===== src/rtl/rr_arbiter_pkg.sv =====
// Shared definitions for the round-robin arbiter: FSM state encoding
// and default sizing constants.
package rr_arbiter_pkg;

  typedef enum logic {
    IDLE  = 1'b0,
    GRANT = 1'b1
  } state_t;

  localparam int DEF_NUMW    = 4;
  localparam int DEF_HOLDW   = 8;
  localparam int DEF_HOLDMAX = 255;

endpackage


===== src/rtl/rr_arbiter_pick.sv =====
// Combinational round-robin pick: first set request bit at or after last+1,
// wrapping modulo NREQ.
module rr_pick
  import rr_arbiter_pkg::*;
#(
  parameter int NUMW = DEF_NUMW,
  parameter int NREQ = 2**NUMW
) (
  input  logic [NREQ-1:0] req,
  input  logic [NUMW-1:0] last,
  output logic [NUMW-1:0] winner,
  output logic            found
);

  logic [NUMW-1:0] start;
  logic [NREQ-1:0] rotated;
  logic [NUMW-1:0] offset;

  assign start = last + 1'b1;

  // Index arithmetic is NUMW bits wide, so it wraps modulo NREQ by itself.
  always_comb begin
    rotated = '0;
    for (int i = 0; i < NREQ; i++) begin
      rotated[i] = req[NUMW'(i) + start];
    end
  end

  always_comb begin
    offset = '0;
    for (int i = NREQ - 1; i >= 0; i--) begin
      if (rotated[i]) begin
        offset = NUMW'(i);
      end
    end
  end

  assign winner = start + offset;
  assign found  = |req;

endmodule


===== src/rtl/rr_arbiter.sv =====
// Round-robin arbiter: registered one-hot grant with encoded index, hold
// timeout, and a mandatory idle turnaround cycle between grants.
module rr_arbiter
  import rr_arbiter_pkg::*;
#(
  parameter int NUMW    = DEF_NUMW,
  parameter int NREQ    = 2**NUMW,
  parameter int HOLDW   = DEF_HOLDW,
  parameter int HOLDMAX = DEF_HOLDMAX
) (
  input  logic            clk,
  input  logic            rst_n,
  input  logic            ena,
  input  logic [NREQ-1:0] req,
  input  logic            done,
  output logic [NREQ-1:0] gnt,
  output logic [NUMW-1:0] gnt_num,
  output logic            gnt_vld,
  output logic            tmo
);

  localparam logic [HOLDW-1:0] HOLD_LAST = HOLDW'((HOLDMAX > 0) ? HOLDMAX - 1 : 0);
  localparam bit               TMO_EN    = (HOLDMAX != 0);

  state_t          state;
  logic [HOLDW-1:0] hold_cnt;
  logic [NUMW-1:0] last;
  logic [NUMW-1:0] winner;
  logic            found;
  logic            owner_req;
  logic            hold_hit;
  logic            release_now;
  logic            tmo_only;

  rr_pick #(
    .NUMW (NUMW),
    .NREQ (NREQ)
  ) u_pick (
    .req    (req),
    .last   (last),
    .winner (winner),
    .found  (found)
  );

  // gnt_num doubles as the owner index while a grant is held.
  assign owner_req   = req[gnt_num];
  assign hold_hit    = TMO_EN && (hold_cnt == HOLD_LAST);
  assign release_now = done || !owner_req || !ena || hold_hit;
  assign tmo_only    = hold_hit && !done && owner_req && ena;

  always_ff @(posedge clk or negedge rst_n) begin
    if (!rst_n) begin
      state    <= IDLE;
      hold_cnt <= '0;
      last     <= '1;
      gnt      <= '0;
      gnt_num  <= '0;
      gnt_vld  <= 1'b0;
      tmo      <= 1'b0;
    end else begin
      case (state)
        IDLE: begin
          tmo <= 1'b0;
          if (ena && found) begin
            gnt      <= NREQ'(1) << winner;
            gnt_num  <= winner;
            gnt_vld  <= 1'b1;
            hold_cnt <= '0;
            state    <= GRANT;
          end
        end
        GRANT: begin
          if (release_now) begin
            gnt     <= '0;
            gnt_num <= '0;
            gnt_vld <= 1'b0;
            tmo     <= tmo_only;
            last    <= gnt_num;
            state   <= IDLE;
          end else begin
            tmo <= 1'b0;
            if (hold_cnt != '1) begin
              hold_cnt <= hold_cnt + 1'b1;
            end
          end
        end
        default: begin
          state <= IDLE;
        end
      endcase
    end
  end

`ifndef SYNTHESIS
  a_onehot : assert property (@(posedge clk) disable iff (!rst_n) $onehot0(gnt));
  a_vld    : assert property (@(posedge clk) disable iff (!rst_n) gnt_vld == (|gnt));
  a_num    : assert property (@(posedge clk) disable iff (!rst_n) gnt_vld || (gnt_num == '0));
`endif

endmodule


===== config.mk =====
export PLATFORM = sky130hd
export DESIGN_NAME = rr_arbiter
export DESIGN_NICKNAME = d
export VERILOG_FILES = /design/src/rtl/rr_arbiter_pkg.sv /design/src/rtl/rr_arbiter_pick.sv /design/src/rtl/rr_arbiter.sv
export SDC_FILE = /design/constraint.sdc
export NUM_CORES = 1
export LEC_CHECK = 0
export ABC_AREA = 1
export CORE_ASPECT_RATIO = 1.5
export CORE_MARGIN = 4
export CORE_UTILIZATION = 30
export CTS_CLUSTER_DIAMETER = 200
export DETAILED_ROUTE_END_ITERATION = 6
export PLACE_DENSITY = 0.58
export SYNTH_ARGS = -nofsm -noshare
export SYNTH_HDL_FRONTEND = slang
export SYNTH_SLANG_ARGS = --single-unit

===== constraint.sdc =====
create_clock -name clk -period 5.4 [get_ports clk]
set_clock_uncertainty 0.15 [all_clocks]
set_input_delay 0.81 -clock clk [delete_from_list [all_inputs] [get_ports clk]]
set_output_delay 0.81 -clock clk [all_outputs]
set_load 0.03 [all_outputs]

==> results of run 1 <==
## metal layers
metal  up-vias  share of wire [%]  wire, um
met1      1508                 38      3590
met5         -                  0         0
li1       1693                  -         -
met2        80                 54      5030
met3        29                3.3       312
met4         0                4.9       463
## cell usage after synthesis, types with 2 or more instances
cell type    n  share of area (%)
and2_1       2               0.39
o21ai_0     29                4.5
inv_4        2               0.39
xor2_1       3               0.82
nand2_4      5                1.8
inv_2        5               0.58
a31oi_1      4               0.78
nand4_1      3               0.58
xor2_2       2                1.0
nor3_1       4               0.62
ha_1         7                2.7
nand2_2      9                1.8
o21ai_1     17                2.6
nand3_1     47                7.3
buf_6        4                1.4
dfstp_2      4                3.3
o21ai_2      6                1.6
o21a_1       4               0.94
nor2_1      21                2.5
xnor2_1      2               0.55
buf_2        5               0.78
nor4_1       5               0.97
inv_1       55                6.4
nand2_1    192                 22
o22ai_1      3               0.58
nand3_2      2               0.62
a21oi_1     14                2.2
nor2_2       3               0.58
dfrtp_1     31                 24
buf_4        2               0.47
## state kept, by name (all words and copies together), names as in the netlist
signal / count
gnt: 16
hold_cnt: 8
gnt_num: 4
last: 4
gnt_vld: 1
state: 1
tmo: 1
## logic make-up after synthesis
| family | count (synthesis) | share of synthesized area (%) |
|---|---|---|
| AND/OR/NAND/NOR | 295 | 40.3 |
| AO/OA/AOI/OAI | 81 | 14.4 |
| buffers and inverters | 74 | 10.5 |
| flip-flops | 35 | 27.4 |
| XOR/XNOR | 9 | 3.74 |
| adder cells (fa/ha/maj) | 8 | 3.35 |
| multiplexers | 1 | 0.312 |
## worst paths after layout
kind	end	slack, ns	cells after the start
max	gnt[6]	0.71	32
min	hold_cnt[3]	0.32	1
max reg2reg	gnt[6]	0.71	32
min reg2reg	hold_cnt[3]	0.32	1
max in group asynchronous	last[2]	3.96	2
min in group asynchronous	gnt[2]	0.79	2
## layout make-up
| type | count | area share (%) |
|---|---|---|
| Multi-Input combinational cell | 394 | 51.4 |
| Sequential cell | 35 | 22.7 |
| Timing Repair Buffer | 45 | 11.4 |
| Inverter | 62 | 6.13 |
| Tap cell | 144 | 4.65 |
| Clock buffer | 7 | 3.68 |
| Clock inverter | 1 | 0.129 |
## per-stage QoR
| step | worst slack [ns] | utilization [%] | std cells | hold slack (ns) |
|---|---|---|---|---|
| floorplan | 1.25 | - | 503 | 0.285 |
| global placement | 0.755 | 35.4 | 680 | 0.304 |
| detailed placement | 0.627 | 35.4 | 680 | 0.310 |
| CTS | 0.696 | 36.8 | 688 | 0.318 |
| global route | 0.109 | 36.8 | 688 | 0.357 |
| finish | 0.710 | 36.8 | 688 | 0.319 |
## critical path: cells and delay by family (launching register included)
family                     cells  cell delay (ns)
and+or+nand+nor               23             2.01
adders and majority gates      3             0.84
buffers and inverters          4             0.58
DFF                            1             0.55
xor gates and xnor gates       1             0.36
AOI/OAI and AO/OA              1             0.15
==> results.toml, run 1 <==
[run_status]
outcome = "finished, final reports clean"

[grt]
antenna_found_initial = 0
overflow = 0
grtUsageMet1_pct = 16.6
globalRouteMet2Util_pct = 29.5
busiest_layer = "met2"
grt_usage_pct = 15.7
grt_pass1_vias = 3278
grt_pass1_wl_um = 15500
grt_max_degree = 36
grt_use_met3_pct = 2.01

[final_layout]
area_delta_synth_final_pct = 20.8
postLayoutCellArea_sq_mm = 0.00388
drive_above_1_share_pct = 9.93
layout.area.seq_sq_um = 881
multi_input_area_sq_mm = 0.00199
layout.cells.most_common = "nand2_1"
diodes = 0
mostFrequentLayoutCells = "nand2_1, inv_1, nand3_1, clkdlybuf4s50_1, dfrtp_1"
fin_nets = 571
fillers = 1118

[timing]
setup_violations = 0
timing.final.crit_period_ns = 4.69
rsz0062_at_grt = "no"
clock.fmax_mhz = 213
finalHoldViolCount = 0
final_max_slew_viol_count = 0
tightest_slew_ns = 0.726
relSlewSlack_pct = 51.4
finalCritPeriodShare_pct = 86.8
fin_setup_tns_ns = 0

[critical_path]
crit_path_frequent_cell = "nand2_1"
crit_path_start_kind = "flop"
path_class = "reg -> reg"
critPathSlowestCell = "dfstp_2"
timing.rr.start = "last[0]"
cp_max_fo = 28
endpoint_kind = "flop"
arrival_ns = 4.76
crit_start = "last[0]"
critPathMaxStageDelay_ns = 0.55
required_ns = 5.47

[job]
cap_violations = 0

[drt]
post_drt_wl_per_cell_um = 13.7
drcViolationCount = 0
drt_wl_total_um = 9400
num_vias = 3310
ant_nets = 0
drtIter0Drc = 167
vias_per_cell = 4.81
drt-pass1-iter-count = 4

[die]
dieArea_sq_mm = 0.0125
rows = 46
die_h_um = 135
start_util_pct = 30.5
die_x_um = 92.5
io_pins = 42
core_sq_mm = 0.0105

[clocking]
clkTransAtPathRegs_ns = 0.05
htreeDepth = 2
cts_buffers = 5
cts_root_buf = "clkbuf_16"
cts_tree = "yes"
post_cts_buffers = 0
cts_max_path_buffers = 2
cts_sinks = 35
clk-insertion-delay-late_ns = 0.28
cts_hold_buf = 0
post_cts_resized = 0

[yosys]
synthCells = 503
synth_nets = 531
ys_warn_count = 0
async_flop_share_pct = 100
synth_edf_count = 0
synth_area_sq_mm = 0.00321
synth-seq-area-share_pct = 27.4
synthFlopType = "dfrtp_1"
synth.avg_cell_area_sq_um = 6.38
synth_cell_types = 41
synth-seq-cells = 35

[hold_path]
hold_start = "hold_cnt[3]"
worst_hold_path_type = "reg -> reg"

[placement]
postPlaceCellArea_sq_mm = 0.00373
gp_congestion = 0.933
hpwl_um = 7750
port_buffers = 41
Power of run 1 is not shown: default switching activity piles up to over one toggle a cycle in this logic, so the estimate is an artifact.
==> run 2: changes to the inputs <==
--- a/config.mk
+++ b/config.mk
@@ -8,10 +8,10 @@
 export ABC_AREA = 1
 export CORE_ASPECT_RATIO = 1.5
 export CORE_MARGIN = 4
-export CORE_UTILIZATION = 30
+export CORE_UTILIZATION = 55
 export CTS_CLUSTER_DIAMETER = 200
 export DETAILED_ROUTE_END_ITERATION = 6
-export PLACE_DENSITY = 0.58
+export PLACE_DENSITY = 0.89
 export SYNTH_ARGS = -nofsm -noshare
 export SYNTH_HDL_FRONTEND = slang
 export SYNTH_SLANG_ARGS = --single-unit
==> run 2 against run 1 <==
Compared with the run above: count of clock-buffer cells in the layout up 1; global-route usage is 9.4 points higher; worst setup slack got worse by 0.26 ns; flip-flop and latch count is the same; hold slack better by 0.0021 ns; wire length fell by 8.6%; critical path depth is 1 lower; via count increased by 2.0%.
==> results.toml, run 2 (synthesis results as in run 1) <==
[run_status]
outcome = "finished, final reports clean"

[die]
rows = 33
core_sq_mm = 0.00557
dieArea_sq_mm = 0.00715
io_pins = 42
start_util_pct = 57.6
die_h_um = 102
die_x_um = 70.4

[drt]
drcViolationCount = 0
ant_nets = 0
drtIter0Drc = 182
post_drt_wl_per_cell_um = 14.0
vias_per_cell = 5.52
num_vias = 3376
drt_wl_total_um = 8580
drt-pass1-iter-count = 5

[grt]
grt_use_met3_pct = 3.08
antenna_found_initial = 0
grt_usage_pct = 25.1
grtUsageMet1_pct = 28.1
busiest_layer = "met2"
grt_pass1_vias = 3267
grt_pass1_wl_um = 14500
grt_max_degree = 36
globalRouteMet2Util_pct = 46.1
overflow = 0

[timing]
finalHoldViolCount = 0
relSlewSlack_pct = 47.3
final_max_slew_viol_count = 0
fin_setup_tns_ns = 0
finalCritPeriodShare_pct = 91.7
timing.hold.ws_ns = 0.321
timing.final.crit_period_ns = 4.95
setup_violations = 0
tightest_slew_ns = 0.788
rsz0062_at_grt = "no"
clock.fmax_mhz = 202

[hold_path]
worst_hold_path_type = "reg -> reg"

[clocking]
cts_tree = "yes"
clk-insertion-delay-late_ns = 0.30
htreeDepth = 2
cts_sinks = 35
clkTransAtPathRegs_ns = 0.07
cts_root_buf = "clkbuf_8"
cts_buffers = 5
cts_max_path_buffers = 2

[final_layout]
area_delta_synth_final_pct = 16.1
diodes = 0
top_register = "gnt"
mostFrequentLayoutCells = "nand2_1, inv_1, nand3_1, clkdlybuf4s50_1, dfrtp_1"
drive_above_1_share_pct = 9.59
fin_nets = 569
layout.cells.most_common = "nand2_1"
fillers = 484
largest_register_ffs = 16
top_regs = "gnt (16), hold_cnt (8)"

[critical_path]
endpoint_kind = "flop"
critPathMaxStageDelay_ns = 0.78
r2r_end = "gnt[6]"
arrival_ns = 5.04
path_class = "reg -> reg"
critPathSlowestCell = "dfstp_4"
timing.rr.start = "last[0]"
crit_path_start_kind = "flop"
reg2reg_depth = 31
reg2reg_slack_ns = 0.45
cp_max_fo = 29
crit_start = "last[0]"
crit_path_frequent_cell = "nand2_1"
required_ns = 5.49
crit_end = "gnt[6]"

[placement]
gp_congestion = 0.961
hpwl_um = 6900
port_buffers = 41

[job]
cap_violations = 0
[run 2: cell count changes in the layout (fill, tap and decap cells not counted), sizes merged]
cell / before / now
buf: 4 / 2
clkinv: 1 / 0
clkbuf: 7 / 8
[run 2: how the worst min path moves through the flow]
stage,startpoint,end,slack [ns],cells past startpoint
5_1_grt,gnt_vld,gnt_vld,0.34,2
4_1_cts,gnt_vld,gnt_vld,0.32,2
2_1_floorplan,hold_cnt[3],hold_cnt[3],0.28,1
3_5_place_dp,gnt_vld,gnt_vld,0.31,2
6_report,gnt_vld,gnt_vld,0.32,2
3_3_place_gp,hold_cnt[3],hold_cnt[3],0.30,1
[run 2: cell type report]
| type | count | area [sq um] | area share, % |
|---|---|---|---|
| clock buffers | 8 | 100 | 2.69 |
| inverters | 62 | 238 | 6.38 |
| multi-input cells | 394 | 1990 | 53.4 |
| flip-flops and latches | 35 | 885 | 23.7 |
| well taps | 70 | 87.6 | 2.35 |
| repair buffers | 43 | 425 | 11.4 |
[run 2: stage by stage]
stage / worst slack, ns / util (%) / instance area [sq um] / std cells
6_report: 0.449 / 66.9 / 3730 / 612
4_1_cts: 0.417 / 66.8 / 3720 / 612
3_3_place_gp: 0.701 / 65.0 / 3620 / 604
2_1_floorplan: 1.25 / - / 3210 / 503
3_5_place_dp: 0.420 / 65.0 / 3620 / 604
5_1_grt: 0.0609 / 66.9 / 3730 / 612
[run 2: layer usage]
metal | vias up | wire [um] | share of wire [%]
met3 | 23 | 405 | 4.7
met1 | 1540 | 3320 | 39
met5 | - | 0 | 0
met4 | 0 | 329 | 3.8
met2 | 125 | 4530 | 53
li1 | 1688 | - | -
[run 2: worst max-delay path, delay by kind of cell (launching register included)]
kind                       cells  cell delay, ns
DFF                            1            0.78
xor gates and xnor gates       1            0.39
adders and majority gates      3            0.91
buffers and inverters          4            0.59
AOI/OAI and AO/OA              2            0.29
and+or+nand+nor               21            1.77
[run 2: timing repair]
item,4_1_cts,5_1_grt
gates resized for setup,0,1
hold buffers,0,0
endpoints found under the setup margin,0,1
setup buffers,0,0
Power of run 2 is left out for the same reason.
